## config.mk

```make
export PLATFORM = sky130hd
export DESIGN_NAME = instr_fetch_unit_flat
export DESIGN_NICKNAME = d
export VERILOG_FILES = /design/src/rtl/instr_fetch_if.sv /design/src/rtl/instr_fetch_unit.sv /design/src/flat_wrapper.sv
export SDC_FILE = /design/constraint.sdc
export NUM_CORES = 1
export LEC_CHECK = 0
export CORE_AREA = 2 2 132 262
export CTS_BUF_LIST = sky130_fd_sc_hd__clkbuf_16
export DETAILED_ROUTE_END_ITERATION = 8
export DIE_AREA = 0 0 134 264
export GPL_TIMING_DRIVEN = 0
export PLACE_DENSITY = 0.74
export SYNTH_ARGS = -nofsm -noshare
export SYNTH_HDL_FRONTEND = slang
export SYNTH_SLANG_ARGS = --single-unit
```

## constraint.sdc

```tcl
create_clock -name clk -period 3 [get_ports clk]
set_clock_uncertainty 0.15 [all_clocks]
set_input_delay 0.3 -clock clk [delete_from_list [all_inputs] [get_ports clk]]
set_output_delay 0.3 -clock clk [all_outputs]
set_load 0.03 [all_outputs]
```

## src/rtl/instr_fetch_if.sv

```systemverilog
// -----------------------------------------------------------------------------
// instr_fetch_if
// Bundles every handshake/bus signal of the instruction fetch unit.
//   imem_req_*   : request channel to instruction memory (valid/ready, address)
//   imem_rsp_*   : in-order response channel from instruction memory
//   redirect_*   : branch/jump redirect from the back end
//   halt_req     : request to quiesce fetching; halted reports it is done
//   out_*        : instruction stream to decode (valid/ready, pc, instr)
// Modports:
//   master : the fetch unit side
//   slave  : the environment side (memory, back end, decode)
// -----------------------------------------------------------------------------
interface instr_fetch_if #(
   parameter int XLEN = 32
);
   logic            imem_req_valid;
   logic            imem_req_ready;
   logic [XLEN-1:0] imem_req_addr;
   logic            imem_rsp_valid;
   logic [31:0]     imem_rsp_data;

   logic            redirect_valid;
   logic [XLEN-1:0] redirect_pc;
   logic            halt_req;
   logic            halted;

   logic            out_valid;
   logic            out_ready;
   logic [XLEN-1:0] out_pc;
   logic [31:0]     out_instr;

   modport master (
      output imem_req_valid, imem_req_addr,
      input  imem_req_ready,
      input  imem_rsp_valid, imem_rsp_data,
      input  redirect_valid, redirect_pc, halt_req,
      output halted,
      output out_valid, out_pc, out_instr,
      input  out_ready
   );

   modport slave (
      input  imem_req_valid, imem_req_addr,
      output imem_req_ready,
      output imem_rsp_valid, imem_rsp_data,
      output redirect_valid, redirect_pc, halt_req,
      input  halted,
      input  out_valid, out_pc, out_instr,
      output out_ready
   );
endinterface

```

## src/rtl/instr_fetch_unit.sv

```systemverilog
// -----------------------------------------------------------------------------
// instr_fetch_unit
// Sequential instruction fetcher with a credit-limited request stream, an
// in-flight address FIFO, a {pc, instr} queue towards decode, redirect
// flushing with stale-response dropping, and a RUN/DRAIN/HALTED halt FSM.
// Ports:
//   clk   : rising-edge clock
//   reset : asynchronous, active-low reset
//   bus   : instr_fetch_if.master (imem request/response, redirect, halt,
//           decode-side output stream)
// Parameters:
//   XLEN     : PC / address width
//   QDEPTH   : queue depth and in-flight limit (power of 2, >= 2)
//   RESET_PC : first fetch address after reset
// -----------------------------------------------------------------------------
module instr_fetch_unit #(
   parameter int              XLEN     = 32,
   parameter int              QDEPTH   = 4,
   parameter logic [XLEN-1:0] RESET_PC = '0
) (
   input  logic           clk,
   input  logic           reset,
   instr_fetch_if.master  bus
);
   localparam int AW = $clog2(QDEPTH);
   localparam int CW = $clog2(QDEPTH + 1);
   localparam logic [CW:0] DEPTH_C = (CW+1)'(QDEPTH);

   localparam logic [1:0] ST_RUN    = 2'd0;
   localparam logic [1:0] ST_DRAIN  = 2'd1;
   localparam logic [1:0] ST_HALTED = 2'd2;

   logic [1:0]      state;
   logic [XLEN-1:0] fetch_pc;

   // Decode-side queue of fetched {pc, instr}
   logic [XLEN-1:0] q_pc    [QDEPTH];
   logic [31:0]     q_instr [QDEPTH];
   logic [AW-1:0]   q_rd, q_wr;
   logic [CW-1:0]   q_cnt;

   // Addresses of requests still waiting for their response
   logic [XLEN-1:0] fl_addr [QDEPTH];
   logic [AW-1:0]   fl_rd, fl_wr;
   logic [CW-1:0]   inflight;
   logic [CW-1:0]   drop_cnt;

   logic            req_fire, rsp_take, q_push, q_pop;
   logic [CW-1:0]   inflight_next;

   // Credit rule: queued entries plus outstanding requests never exceed
   // QDEPTH, so every response is guaranteed a queue slot.
   assign bus.imem_req_valid = reset && (state == ST_RUN) && !bus.redirect_valid &&
                               (({1'b0, q_cnt} + {1'b0, inflight}) < DEPTH_C);
   assign bus.imem_req_addr  = fetch_pc;

   assign req_fire = bus.imem_req_valid && bus.imem_req_ready;
   // A response with nothing outstanding is a protocol error (e.g. a late
   // response to a request abandoned by reset) and is ignored.
   assign rsp_take = bus.imem_rsp_valid && (inflight != '0);
   assign q_push   = rsp_take && (drop_cnt == '0) && !bus.redirect_valid;
   assign q_pop    = bus.out_valid && bus.out_ready && !bus.redirect_valid;

   assign inflight_next = inflight + CW'(req_fire) - CW'(rsp_take);

   assign bus.out_valid = (q_cnt != '0);
   assign bus.out_pc    = bus.out_valid ? q_pc[q_rd]    : '0;
   assign bus.out_instr = bus.out_valid ? q_instr[q_rd] : '0;
   assign bus.halted    = (state == ST_HALTED);

   // NOTE: storage arrays carry no reset; validity is tracked by the
   // counters/pointers, and the output mux forces zeros while empty.
   always_ff @(posedge clk) begin
      if (req_fire) fl_addr[fl_wr] <= fetch_pc;
      if (q_push) begin
         q_pc[q_wr]    <= fl_addr[fl_rd];
         q_instr[q_wr] <= bus.imem_rsp_data;
      end
   end

   // NOTE: all sequential state uses non-blocking assignments so every
   // register samples pre-edge values regardless of statement order.
   always_ff @(posedge clk or negedge reset) begin
      if (!reset) begin
         state    <= ST_RUN;
         fetch_pc <= RESET_PC;
         q_rd     <= '0;
         q_wr     <= '0;
         q_cnt    <= '0;
         fl_rd    <= '0;
         fl_wr    <= '0;
         inflight <= '0;
         drop_cnt <= '0;
      end else begin
         // The in-flight FIFO tracks the memory protocol and is never flushed.
         inflight <= inflight_next;
         if (req_fire) fl_wr <= fl_wr + 1'b1;
         if (rsp_take) fl_rd <= fl_rd + 1'b1;

         if (bus.redirect_valid) begin
            // Everything still outstanding (including a same-cycle handshake,
            // minus a same-cycle response) belongs to the old path.
            fetch_pc <= bus.redirect_pc & ~XLEN'(3);
            q_rd     <= '0;
            q_wr     <= '0;
            q_cnt    <= '0;
            drop_cnt <= inflight_next;
         end else begin
            if (req_fire) fetch_pc <= fetch_pc + XLEN'(4);
            if (rsp_take && (drop_cnt != '0)) drop_cnt <= drop_cnt - 1'b1;
            if (q_push) q_wr <= q_wr + 1'b1;
            if (q_pop)  q_rd <= q_rd + 1'b1;
            if (q_push && !q_pop)      q_cnt <= q_cnt + 1'b1;
            else if (!q_push && q_pop) q_cnt <= q_cnt - 1'b1;
         end

         case (state)
            ST_RUN:    if (bus.halt_req) state <= ST_DRAIN;
            ST_DRAIN: begin
               if (!bus.halt_req)         state <= ST_RUN;
               else if (inflight == '0)   state <= ST_HALTED;
            end
            ST_HALTED: if (!bus.halt_req) state <= ST_RUN;
            default:                      state <= ST_RUN;
         endcase
      end
   end
endmodule

```

## src/flat_wrapper.sv

```systemverilog
// flat-port wrapper written by rule: the top's interface ports become plain ports
module instr_fetch_unit_flat 
#(
   parameter int              XLEN     = 32,
   parameter int              QDEPTH   = 4,
   parameter logic [XLEN-1:0] RESET_PC = '0
)
  (clk, reset, bus_imem_req_valid, bus_imem_req_addr, bus_imem_req_ready, bus_imem_rsp_valid, bus_imem_rsp_data, bus_redirect_valid, bus_redirect_pc, bus_halt_req, bus_halted, bus_out_valid, bus_out_pc, bus_out_instr, bus_out_ready);
  instr_fetch_if #(.XLEN(XLEN)) bus_i ();
  input  logic clk;
  input  logic reset;
  output wire logic [$bits(bus_i.imem_req_valid)-1:0] bus_imem_req_valid;
  output wire logic [$bits(bus_i.imem_req_addr)-1:0] bus_imem_req_addr;
  input wire logic [$bits(bus_i.imem_req_ready)-1:0] bus_imem_req_ready;
  input wire logic [$bits(bus_i.imem_rsp_valid)-1:0] bus_imem_rsp_valid;
  input wire logic [$bits(bus_i.imem_rsp_data)-1:0] bus_imem_rsp_data;
  input wire logic [$bits(bus_i.redirect_valid)-1:0] bus_redirect_valid;
  input wire logic [$bits(bus_i.redirect_pc)-1:0] bus_redirect_pc;
  input wire logic [$bits(bus_i.halt_req)-1:0] bus_halt_req;
  output wire logic [$bits(bus_i.halted)-1:0] bus_halted;
  output wire logic [$bits(bus_i.out_valid)-1:0] bus_out_valid;
  output wire logic [$bits(bus_i.out_pc)-1:0] bus_out_pc;
  output wire logic [$bits(bus_i.out_instr)-1:0] bus_out_instr;
  input wire logic [$bits(bus_i.out_ready)-1:0] bus_out_ready;
  assign bus_imem_req_valid = bus_i.imem_req_valid;
  assign bus_imem_req_addr = bus_i.imem_req_addr;
  assign bus_i.imem_req_ready = bus_imem_req_ready;
  assign bus_i.imem_rsp_valid = bus_imem_rsp_valid;
  assign bus_i.imem_rsp_data = bus_imem_rsp_data;
  assign bus_i.redirect_valid = bus_redirect_valid;
  assign bus_i.redirect_pc = bus_redirect_pc;
  assign bus_i.halt_req = bus_halt_req;
  assign bus_halted = bus_i.halted;
  assign bus_out_valid = bus_i.out_valid;
  assign bus_out_pc = bus_i.out_pc;
  assign bus_out_instr = bus_i.out_instr;
  assign bus_i.out_ready = bus_out_ready;
  instr_fetch_unit #(.XLEN(XLEN), .QDEPTH(QDEPTH), .RESET_PC(RESET_PC)) u_core (.clk(clk), .reset(reset), .bus(bus_i));
endmodule
```

* Word level (Yosys, flattened, before mapping)
Memory sizes are Yosys's and may differ from the RTL's.
Index checks and enable logic that the tools add are counted.
W data, S select, Z words.
** Operators by class
- Add/sub/neg operators :: 11
- Multiply operators :: 0
- Divide/modulo/power cells :: 0
- Order comparisons :: 1
- Eq/ne operators :: 5
- Shift operators :: 0
- Multiplexer cells :: 22
- Bitwise gates (word level) :: 0
- Reductions and logical operators :: 27
** Operators with widths (number)
- $mux W32 :: 4
- $add A32 B3 Y32 const B :: 1
- $mux W2 :: 8
- $mux W3 :: 5
- $logic_and A1 B1 Y1 :: 12
- $reduce_bool A3 Y1 :: 4
- $add A2 B1 Y2 const B :: 4
- $reduce_bool A2 Y1 :: 4
- $logic_not A3 Y1 :: 2
- $pmux W2 S3 :: 1
- $sub A3 B1 Y3 const B :: 2
- $add A3 B3 Y4 :: 1
- $lt A4 B3 Y1 const B :: 1
- $mux W1 :: 4
- $ne A2 B2 Y1 const B :: 2
- $add A3 B1 Y3 :: 1
- $add A3 B1 Y3 const B :: 1
- $logic_not A1 Y1 :: 3
- $ne A3 B2 Y1 const B :: 1
- $reduce_and A3 Y1 :: 1
- $sub A3 B1 Y3 :: 1
- $eq A2 B1 Y1 const B :: 1
- $eq A2 B2 Y1 const B :: 1
- $logic_not A2 Y1 :: 1
** Storage, ports and cells
- Register bits after elaboration :: 51
- Latch bits :: 0
- Memory bits (writable) :: 384
- Memory bits (read-only) :: 0
- Bits of input ports :: 71
- Word-level logic and storage cells :: 78
- Memories kept :: 3
** Memories
- u_core.fl_addr :: depth 4, bits a word 32, rd ports 1, clocked after Yosys merged registers in 0, write ports 1, line instr_fetch_unit.sv:43 : logic [XLEN-1:0] fl_addr [QDEPTH];
- u_core.q_instr :: depth 4, bits a word 32, rd ports 1, clocked after Yosys merged registers in 0, write ports 1, line instr_fetch_unit.sv:38 : logic [31:0] q_instr [QDEPTH];
- u_core.q_pc :: depth 4, bits a word 32, rd ports 1, clocked after Yosys merged registers in 0, write ports 1, line instr_fetch_unit.sv:37 : logic [XLEN-1:0] q_pc [QDEPTH];

* Depth between registers and ports, before layout
Gate-level depths: netlist of run 1.
- Depth in word-level cells :: 9
- Gate-level depth with buffers :: 11
- Mapped depth without buffers :: 11

* Least setup slack after synthesis of run 1
No wires, ideal clock.
- Path type :: register to register
- Start point :: register u_core.inflight[1]
- End point :: memory u_core.q_instr[2][0], enable pin
- Arrival time :: 2514 ps
- Path slack :: -91 ps
- Stages on the path, launching flop included :: 6
- Buffers on the path :: 1
- Period minus slack after synthesis :: 3091 ps
- Cell sequence :: dfrtp_1 o31ai_2 inv_2 and3_1 buf_2 and3_1
** Between the ends
- Cells in the longest elaborated chain, start to end :: 6
** RTL lines
- start, declared :: line instr_fetch_unit.sv:45 : logic [CW-1:0] inflight;
- start signal, assigned :: line instr_fetch_unit.sv:96 : inflight <= inflight_next;
- $reduce_bool A3 Y1 :: line instr_fetch_unit.sv:60 : assign rsp_take = bus.imem_rsp_valid && (inflight != '0);
- $logic_and A1 B1 Y1 :: line instr_fetch_unit.sv:60
- $logic_and A1 B1 Y1 (2 in series) :: line instr_fetch_unit.sv:61 : assign q_push = rsp_take && (drop_cnt == '0) && !bus.redirect_valid;
- $mux W1 :: line instr_fetch_unit.sv:75 : if (q_push) begin
- $mux W1 (not written as such) :: line instr_fetch_unit.sv:77 : q_instr[q_wr] <= bus.imem_rsp_data;
- end, declared :: line instr_fetch_unit.sv:38
No other way between the ends.

* Final worst setup path of run 1
- Start point :: register u_core.q_rd[0]
- End point :: output bus_out_pc[2]
** Between the ends
- Cells in the longest elaborated chain, start to end :: 2
** RTL lines
- start, declared :: line instr_fetch_unit.sv:39 : logic [AW-1:0] q_rd, q_wr;
- start signal, assigned :: line instr_fetch_unit.sv:112 : if (q_pop) q_rd <= q_rd + 1'b1;
- $mem_v2 Z4 W32
- $mux W32 :: line instr_fetch_unit.sv:67 : assign bus.out_pc = bus.out_valid ? q_pc[q_rd] : '0;
- end, declared :: line flat_wrapper.sv:22 : output wire logic [$bits(bus_i.out_pc)-1:0] bus_out_pc;
No other way between the ends.

==> results of run 1 <==
cells by family (layout without fill, tap and decap cells):
| logic type | after synthesis | in the layout | share of synthesized area |
|---|---|---|---|
| DFF | 417 | 417 | 0.7345 |
| and+or+nand+nor | 198 | 202 | 0.07194 |
| muxes | 105 | 105 | 0.1321 |
| buffers and inverters | 62 | 299 | 0.01654 |
| AOI/OAI and AO/OA | 37 | 37 | 0.01332 |
| xor gates and xnor gates | 33 | 33 | 0.01774 |
| adders and majority gates | 17 | 17 | 0.01362 |
| other | 1 | 4 | 0.0002244 |
placed cells by master (no fill, tap or decap), types with 5 or more instances in the layout:
master | netlist | final
nand3_1 | 13 | 13
and2_1 | 63 | 63
buf_2 | 14 | 10
nor2_1 | 16 | 15
xor2_1 | 19 | 19
dlygate4sd2_1 | 0 | 45
and3_4 | 0 | 12
ha_1 | 15 | 15
mux4_2 | 92 | 92
mux2_2 | 5 | 5
clkbuf_1 | 24 | 12
clkinv_1 | 0 | 6
nor3_1 | 6 | 6
dlymetal6s2s_1 | 0 | 15
and3_1 | 15 | 7
nand2_1 | 40 | 40
o21ai_1 | 18 | 18
clkbuf_16 | 0 | 37
edfxtp_1 | 368 | 368
clkdlybuf4s50_1 | 0 | 100
inv_1 | 15 | 20
dfrtp_1 | 49 | 48
buf_6 | 1 | 7
clkbuf_2 | 0 | 9
mux2i_1 | 8 | 8
nand4_1 | 20 | 20
xnor2_1 | 13 | 13
buf_4 | 5 | 11
timing repair:
item,CTS,global route
gates cloned,0,4
pin swaps,1,5
hold endpoints to repair,49,0
setup buffers,1,3
gates resized for setup,72,32
hold buffers,1,0
endpoints found under the setup margin,186,168
critical path: cells and delay by family, from the launching register on:
kind,cells,cell delay [ns]
buffers and inverters,3,0.84
flip-flops,1,0.32
multiplexers,1,0.56
AND/OR/NAND/NOR,1,0.17
layout make-up:
type / count / area (um2) / share of cell area
inverters: 16 / 60.06 / 0.002947
clock inverters: 29 / 271.5 / 0.01332
flip-flops and latches: 417 / 12280 / 0.6025
repair buffers: 172 / 1763 / 0.08651
well taps: 436 / 545.5 / 0.02677
plain buffers: 45 / 269.0 / 0.01320
clock buffers: 37 / 925.9 / 0.04543
multi-input cells: 398 / 4265 / 0.2093
worst max path at each step:
stage | startpoint | end | depth (start not counted)
floorplan | u_core.inflight[1] | u_core.fl_addr[0][10] | 6
global placement | reset | u_core.fl_addr[3][29] | 6
detailed placement | u_core.inflight[1] | u_core.drop_cnt[2] | 11
CTS | u_core.q_rd[0] | bus_out_pc[22] | 5
global route | u_core.q_rd[0] | bus_out_pc[2] | 5
finish | u_core.q_rd[0] | bus_out_pc[2] | 5
layer usage:
metal / track usage / up-vias
li1: - / 3881
met4: 0.08079 / 0
met3: 0.02360 / 66
met2: 0.3624 / 232
met1: 0.2158 / 4369
met5: 0 / -
per-stage QoR:
stage | total power [mW] | area (um2) | setup WS, ns | setup TNS (ns) | util
floorplan | 10.35 | 16730 | 0.09489 | 0 | -
global placement | 12.06 | 18900 | -2.566 | -469.27 | 0.5658
detailed placement | 12.19 | 19040 | -0.2589 | -25.00 | 0.5701
CTS | 16.70 | 20260 | -0.2219 | -2.450 | 0.6065
global route | 17.25 | 20380 | -0.002707 | -0.002707 | 0.6101
finish | 16.55 | 20380 | 0.1206 | 0 | 0.6101
flip-flops by register name, summed over array words and instances, names as in the netlist, 3 cells and up:
name,flops
u_core.drop_cnt,3
u_core.bus.imem_req_addr,30
u_core.q_cnt,3
u_core.q_pc,120
u_core.inflight,3
u_core.fl_addr,120
u_core.q_instr,128
report_power, final:
| group | switching (mW) | internal [mW] |
|---|---|---|
| clock network | 2.08 | 2.63 |
| logic | 2.74 | 1.99 |
| registers | 0.250 | 6.87 |
==> flow_summary.toml, run 1 <==
[detailed_routing]
wl_met2_um = 19280
drtAntennaViolNets = 0
drt_iter0_drc = 523
drt-wirelength-per-cell_um = 21.79
drt_pre_antenna_iters = 5
wl_um = 33770
vias_per_cell = 5.515
dr_wl_met3_um = 1194
wl_met1_um = 12100
drc = 0
routed.top_layer = "met4"
num_vias = 8548

[grt]
grt_overflow = 0
grt_usage = 0.1922
grt_max_degree = 46
grt_pass1_vias = 9021
grt_pass1_wl_um = 51650
antenna_found_initial = 0

[logic_synthesis]
synth_most_common_cell = "edfxtp_1"
ys_ff_latch = 417
netlist.area_leader.share = 0.6611
synth_flop_cell = "edfxtp_1"
synth_top_cell_by_area = "edfxtp_1"
yosysSeqAreaShare = 0.7345
yosys.cell_types.count = 51
syn_area_per_cell_um2 = 19.21
synthTopCellsByArea = "edfxtp_1, mux4_2, dfrtp_1"
synth_common_cells = "edfxtp_1, mux4_2, and2_1"
async_flop_share = 0.1175
synth_edf_count = 368
syn_area_um2 = 16710
yosys_warnings = 0
syn-instance-count = 870

[setup_path]
worst-r2r-setup-slack_ns = 0.13
worstPathRequired_ns = 2.55
arrival_ns = 2.43
slowest_delay_ns = 0.56
cp_slowest_cell = "mux4_2"
worstSetupPathType = "reg2out"
reg2reg_from = "u_core.inflight[1]"
crit_chain = "buf_4 > buf_6 > mux4_2 > and2_1 > dlygate4sd2_1"
cp-start-kind = "flop"
rr_worst_depth = 6
critPathCaptureType = "output pin"
worstPathMaxFanout = 10
r2r-end = "u_core.fl_addr[0][27]"

[timing]
fin_crit_sh = 0.9598
setup_violations = 0
grt_setup_unrepaired = "yes"
fmax_mhz = 347.3
slew_headroom = 0.4669
holdWs_ns = 0.09134
hold_viol = 0
slew_violations = 0
period_minus_slack_ns = 2.879
worstMarginPinSlew_ns = 0.7996

[power]
vdd_drop_max_uv = 512.7
power_per_cell_area_nw_per_um2 = 812.1
p_leak_nw = 7.178

[clock_tree]
clock_latency_ns = 0.54
htree_levels = 2
cts.reportedPaths.clkPinSlew_ns = 0.06
root_buffer = "clkbuf_16"
clock_sinks = 417
cts_inserted_buffers = 36
cts_buffer_depth = 3
cts_tree = "done"

[die]
placeableCoreArea_um2 = 33400
rows = 95
ios = 170
die_h_um = 264
die_x_um = 134
start_util = 0.5004
dieArea_um2 = 35380

[placed_design]
portBuffers = 162
gp_congestion = 0.8491
dp_hpwl_um = 21970
placed_cells = 1476

[final_layout]
fin_cells = 1550
area_growth_pct = 21.92
diodes = 0
drive_gt1_frac = 0.2002
fillers = 2355
layout.nets = 1174

[hold_path]
min_from = "bus_redirect_valid"
hp-class = "in2reg"
holdPathStages = 4
hold_end = "u_core.bus.imem_req_addr[20]"

[status]
outcome = "finished, final reports clean"

[flow_run]
cap_violations = 0
Power figures use the tool's default switching activity.
==> run 2: changes to the inputs <==
CELL_PAD_IN_SITES_DETAIL_PLACEMENT = 1   (was not set)
CELL_PAD_IN_SITES_GLOBAL_PLACEMENT = 1   (was not set)
CORE_AREA = 2 2 141 281   (was 2 2 132 262)
DIE_AREA = 0 0 143 283   (was 0 0 134 264)
PLACE_DENSITY = 0.77   (was 0.74)
==> run 2 against run 1 <==
Clock power grew 4%. Maximum frequency shrank 0.37%. Power grew 2.2%. Hold slack gained 0.0017 ns. Die area grew 14%. Final cell count grew 5.4%. Design area grew 0.81%. Sequential power grew 0.7%. Global-route usage shrank 0.092 points. Utilization shrank 7.5 points. Via count grew 2.5%. Highest routed layer is now met5.
==> flow_summary.toml, run 2 (synthesized netlist as in run 1, its figures left out) <==
[status]
outcome = "finished, final reports clean"

[setup_path]
critPathCaptureType = "output pin"
worst-r2r-setup-slack_ns = 0.12
cp-start-kind = "flop"
worstPathRequired_ns = 2.55
arrival_ns = 2.44
worstPathMaxFanout = 10
worstSetupPathType = "reg2out"

[final_layout]
fin_cells = 1633
final_area_um2 = 20540
area_growth_pct = 22.91
fillers = 3457
multi_input_comb_area_um2 = 4234
top_register = "u_core.q_instr"
final_cell_mix = "edfxtp_1, clkdlybuf4s50_1, mux4_2, and2_1, dfrtp_1"
largest_register_ffs = 128
register_area_um2 = 12280
diodes = 0
layout.nets = 1171
top_regs = "u_core.q_instr x128, u_core.fl_addr x120, u_core.q_pc x120"
drive_gt1_frac = 0.1932
layout_commonest_cell = "edfxtp_1"

[timing]
setup_violations = 0
period_minus_slack_ns = 2.890
holdWs_ns = 0.09303
slew_violations = 0
fmax_mhz = 346.0
fin_crit_sh = 0.9633
layout_setup_ws_ns = 0.1100
hold_viol = 0
slew_headroom = 0.2389
worstMarginPinSlew_ns = 1.138

[grt]
grt_max_degree = 41
grt_pass1_wl_um = 58550
grt_usage = 0.1913
antenna_found_initial = 1
grt_pass1_vias = 9934
grt_overflow = 0

[detailed_routing]
drtAntennaViolNets = 0
drt-wirelength-per-cell_um = 23.20
drc = 0
drt_pre_antenna_iters = 4
vias_per_cell = 5.364
num_vias = 8760
wl_um = 37880
drt_iter0_drc = 481

[die]
die_x_um = 143
dieArea_um2 = 40470
start_util = 0.4351
ios = 170
rows = 102
placeableCoreArea_um2 = 38410
die_h_um = 283

[clock_tree]
cts_buffer_depth = 3
cts.reportedPaths.clkPinSlew_ns = 0.06
clock_sinks = 417
htree_levels = 2
root_buffer = "clkbuf_16"
cts_tree = "done"
cts_inserted_buffers = 38
clock_latency_ns = 0.53

[flow_run]
cap_violations = 0

[power]
seqPwrFrac = 0.424
power_per_cell_area_nw_per_um2 = 823.5
combinationalPowerShare = 0.288
p_leak_nw = 7.257
pwr-share-clk = 0.289
internal-power_mw = 11.73
vdd_drop_max_uv = 400.0
p_sw_frac = 0.3068
p_switching_mw = 5.190

[placed_design]
dpl_cell_area_um2 = 19150
gp_congestion = 0.7686
dp_hpwl_um = 24710
portBuffers = 162
dpl_worst_slack_ns = -0.5152
placed_cells = 1560

[hold_path]
hp-class = "in2reg"
## run 2: cell count changes in the layout (fill, tap and decap cells not counted), moves of 3 or more
cell | previous run | this run
clkinv_4 | 4 | 0
dlygate4sd2_1 | 45 | 40
inv_1 | 20 | 24
dlymetal6s2s_1 | 15 | 19
clkinv_1 | 6 | 10
buf_4 | 11 | 8
buf_2 | 10 | 7
clkbuf_16 | 37 | 41
clkinvlp_4 | 4 | 1
and3_4 | 12 | 8
clkbuf_4 | 0 | 7
## run 2: power by group through the flow
stage / clock network, mW / logic, mW / registers [mW]
2_1_floorplan: 0 / 3.11 / 7.24
3_3_place_gp: 0 / 4.84 / 7.24
3_5_place_dp: 0 / 5.03 / 7.26
4_1_cts: 4.98 / 4.95 / 7.15
5_1_grt: 5.16 / 5.24 / 7.19
6_report: 4.89 / 4.86 / 7.17
## run 2: final cells by class
| class | count | area share |
|---|---|---|
| inverter | 16 | 0.002923 |
| sequential | 417 | 0.5977 |
| clock buffer | 41 | 0.04994 |
| tap | 520 | 0.03167 |
| timing repair buffer | 171 | 0.08636 |
| multi-input combinational | 394 | 0.2061 |
| clock inverter | 29 | 0.01127 |
| buffer | 45 | 0.01407 |
## run 2: final timing paths
path | from | to | cells past startpoint
worst max-delay path | u_core.q_rd[0] | bus_out_instr[15] | 5
worst min-delay path | bus_redirect_valid | u_core.bus.imem_req_addr[20] | 4
worst max register to register | u_core.inflight[2] | u_core.drop_cnt[2] | 11
worst min register to register | u_core.drop_cnt[0] | u_core.drop_cnt[0] | 2
max in group asynchronous | reset | u_core.q_rd[1] | 3
min in group asynchronous | reset | u_core.bus.imem_req_addr[18] | 3
## run 2: repair_timing
action | in CTS | in global routing
pin swaps | 1 | 2
buffers inserted | 1 | 1
endpoints found under the hold margin | 22 | 0
gates resized for setup | 77 | 28
setup endpoints to repair | 186 | 147
hold buffers | 2 | 0
## run 2: metal layers
metal,wire (um),up-vias,track usage
met5,11,-,0
met4,907,2,0.05569
met2,19960,264,0.3403
met3,1736,58,0.03211
met1,15260,4581,0.2378
li1,-,3855,-
## run 2: through the flow
stage               setup TNS (ns)  utilization  total power [mW]
floorplan                        0            -             10.35
finish                           0       0.5348             16.92
global placement           -469.46       0.4947             12.08
global route              -0.02645       0.5348             17.59
CTS                         -3.235       0.5327             17.09
detailed placement          -41.64       0.4985             12.29
## run 2: critical path: stages, from the launching register on
cell and delay (ns):
dfrtp_1 0.36, buf_6 0.21, buf_4 0.28, mux4_2 0.52, and2_1 0.17, dlygate4sd2_1 0.35
==> run 3: changes to the inputs <==
PLACE_DENSITY = not set   (was 0.77)
PLACE_DENSITY_LB_ADDON = 0.1   (was not set)
==> run 3 against run 2 <==
Wire length decreased by 1.5%. Sequential power about the same. Combinational power decreased by 3%. Largest power group unchanged. Die area unchanged. Utilization decreased by 0.27 points. Highest routed layer is now met4. Critical endpoint is now bus_out_pc[10]. Non-clock buffer count decreased by 2. Maximum frequency decreased by 0.46%. Count of clock-buffer cells in the layout decreased by 2. Critical path depth unchanged. Via count decreased by 2.0%. Global-route usage decreased by 0.17 points. Setup slack got worse by 0.013 ns.
==> flow_summary.toml, run 3 (synthesized netlist as in run 1, its figures left out) <==
[final_layout]
fin_cells = 1630
layout_commonest_cell = "edfxtp_1"
top_register = "u_core.q_instr"
register_area_um2 = 12280
final_area_um2 = 20440
multi_input_comb_area_um2 = 4229
diodes = 0
top_regs = "u_core.q_instr x128, u_core.fl_addr x120, u_core.q_pc x120"
drive_gt1_frac = 0.1946
layout.nets = 1169
fillers = 3496
area_growth_pct = 22.28
largest_register_ffs = 128
final_cell_mix = "edfxtp_1, clkdlybuf4s50_1, mux4_2, and2_1, dlygate4sd2_1"

[flow_run]
cap_violations = 0

[die]
dieArea_um2 = 40470
die_h_um = 283
start_util = 0.4351
rows = 102
die_x_um = 143
placeableCoreArea_um2 = 38410
ios = 170

[power]
p_total_mw = 16.81
p_sw_frac = 0.3050
internal-power_mw = 11.69
vdd_drop_max_uv = 438.5
power_per_cell_area_nw_per_um2 = 822.7
seqPwrFrac = 0.425
pwr-share-clk = 0.293
p_switching_mw = 5.128
combinationalPowerShare = 0.281
p_leak_nw = 7.040

[timing]
grt_setup_unrepaired = "yes"
hold_viol = 0
period_minus_slack_ns = 2.903
holdWs_ns = 0.08445
worstMarginPinSlew_ns = 0.8860
fmax_mhz = 344.4
slew_violations = 0
fin_crit_sh = 0.9678
setup_violations = 0
slew_headroom = 0.4093

[detailed_routing]
drt-wirelength-per-cell_um = 22.90
num_vias = 8587
drt_pre_antenna_iters = 5
vias_per_cell = 5.268
drtAntennaViolNets = 0
wl_um = 37330
drc = 0
drt_iter0_drc = 327

[placed_design]
dp_hpwl_um = 24890
gp_congestion = 0.7971
dpl_cell_area_um2 = 19130
placed_cells = 1560
portBuffers = 162

[setup_path]
cp-start-kind = "flop"
worstPathRequired_ns = 2.55
arrival_ns = 2.45
critPathCaptureType = "output pin"
worstPathMaxFanout = 10
worstSetupPathType = "reg2out"

[grt]
grt_usage = 0.1896
grt_max_degree = 39
grt_overflow = 0
grt_pass1_vias = 9342
grt_pass1_wl_um = 57190
antenna_found_initial = 0

[clock_tree]
cts_tree = "done"
cts.reportedPaths.clkPinSlew_ns = 0.07
htree_levels = 2
root_buffer = "clkbuf_16"
cts_inserted_buffers = 38
clock_sinks = 417
cts_buffer_depth = 3
clock_latency_ns = 0.53

[hold_path]
hp-class = "in2reg"

[status]
outcome = "finished, final reports clean"
run 3: metal layers:
| metal | track usage | share of wire | routed length (um) | vias to the layer above |
|---|---|---|---|---|
| li1 | - | - | - | 3853 |
| met1 | 0.2458 | 0.41 | 15250 | 4485 |
| met2 | 0.3291 | 0.53 | 19610 | 198 |
| met3 | 0.02603 | 0.039 | 1461 | 51 |
| met4 | 0.05990 | 0.027 | 1010 | 0 |
| met5 | 0 | 0 | 0 | - |
run 3: through the flow:
step / setup TNS [ns] / util / worst slack (ns)
6_report: 0 / 0.5321 / 0.09668
3_5_place_dp: -22.56 / 0.4981 / -0.2177
2_1_floorplan: 0 / - / 0.09489
5_1_grt: -0.01973 / 0.5321 / -0.01973
4_1_cts: -0.004520 / 0.5315 / -0.003228
3_3_place_gp: -519.40 / 0.4947 / -2.664
run 3: worst max-delay path, cell delays in order, from the launching register on:
cell and delay (ns):
dfrtp_1 0.45, or3_1 0.45, buf_2 0.23, clkbuf_2 0.22
and2_1 0.17, dlygate4sd2_1 0.39
run 3: timing repair:
item	4_1_cts	5_1_grt
hold buffers	1	0
setup buffers	0	1
gates cloned	0	0
pin swaps	0	2
endpoints found under the setup margin	186	170
hold endpoints to repair	21	0
resized for setup	96	12
run 3: cell type report:
class / instances / area share
Tap cell: 520 / 0.03183
Timing Repair Buffer: 169 / 0.08172
Clock inverter: 30 / 0.01414
Multi-Input combinational cell: 394 / 0.2069
Buffer: 45 / 0.01402
Clock buffer: 39 / 0.04775
Sequential cell: 417 / 0.6007
Inverter: 16 / 0.002938
run 3: power by group through the flow:
stage | Combinational, mW | Sequential, mW | Clock, mW
2_1_floorplan | 3.11 | 7.24 | 0
3_5_place_dp | 5.06 | 7.27 | 0
3_3_place_gp | 4.93 | 7.25 | 0
5_1_grt | 5.12 | 7.19 | 5.25
4_1_cts | 4.85 | 7.15 | 5.06
6_report | 4.73 | 7.15 | 4.93
run 3: path summary, 6_finish.rpt:
check	from	endpoint	slack, ns	cells after the start
setup / recovery	u_core.q_cnt[1]	bus_out_pc[10]	0.1	5
hold / removal	bus_redirect_valid	u_core.inflight[0]	0.08	3
setup reg to reg	u_core.inflight[2]	u_core.drop_cnt[2]	0.15	11
hold reg to reg	u_core.drop_cnt[0]	u_core.drop_cnt[0]	0.43	2
max in group asynchronous	reset	u_core.bus.imem_req_addr[30]	1.95	3
min in group asynchronous	reset	u_core.inflight[2]	0.16	2
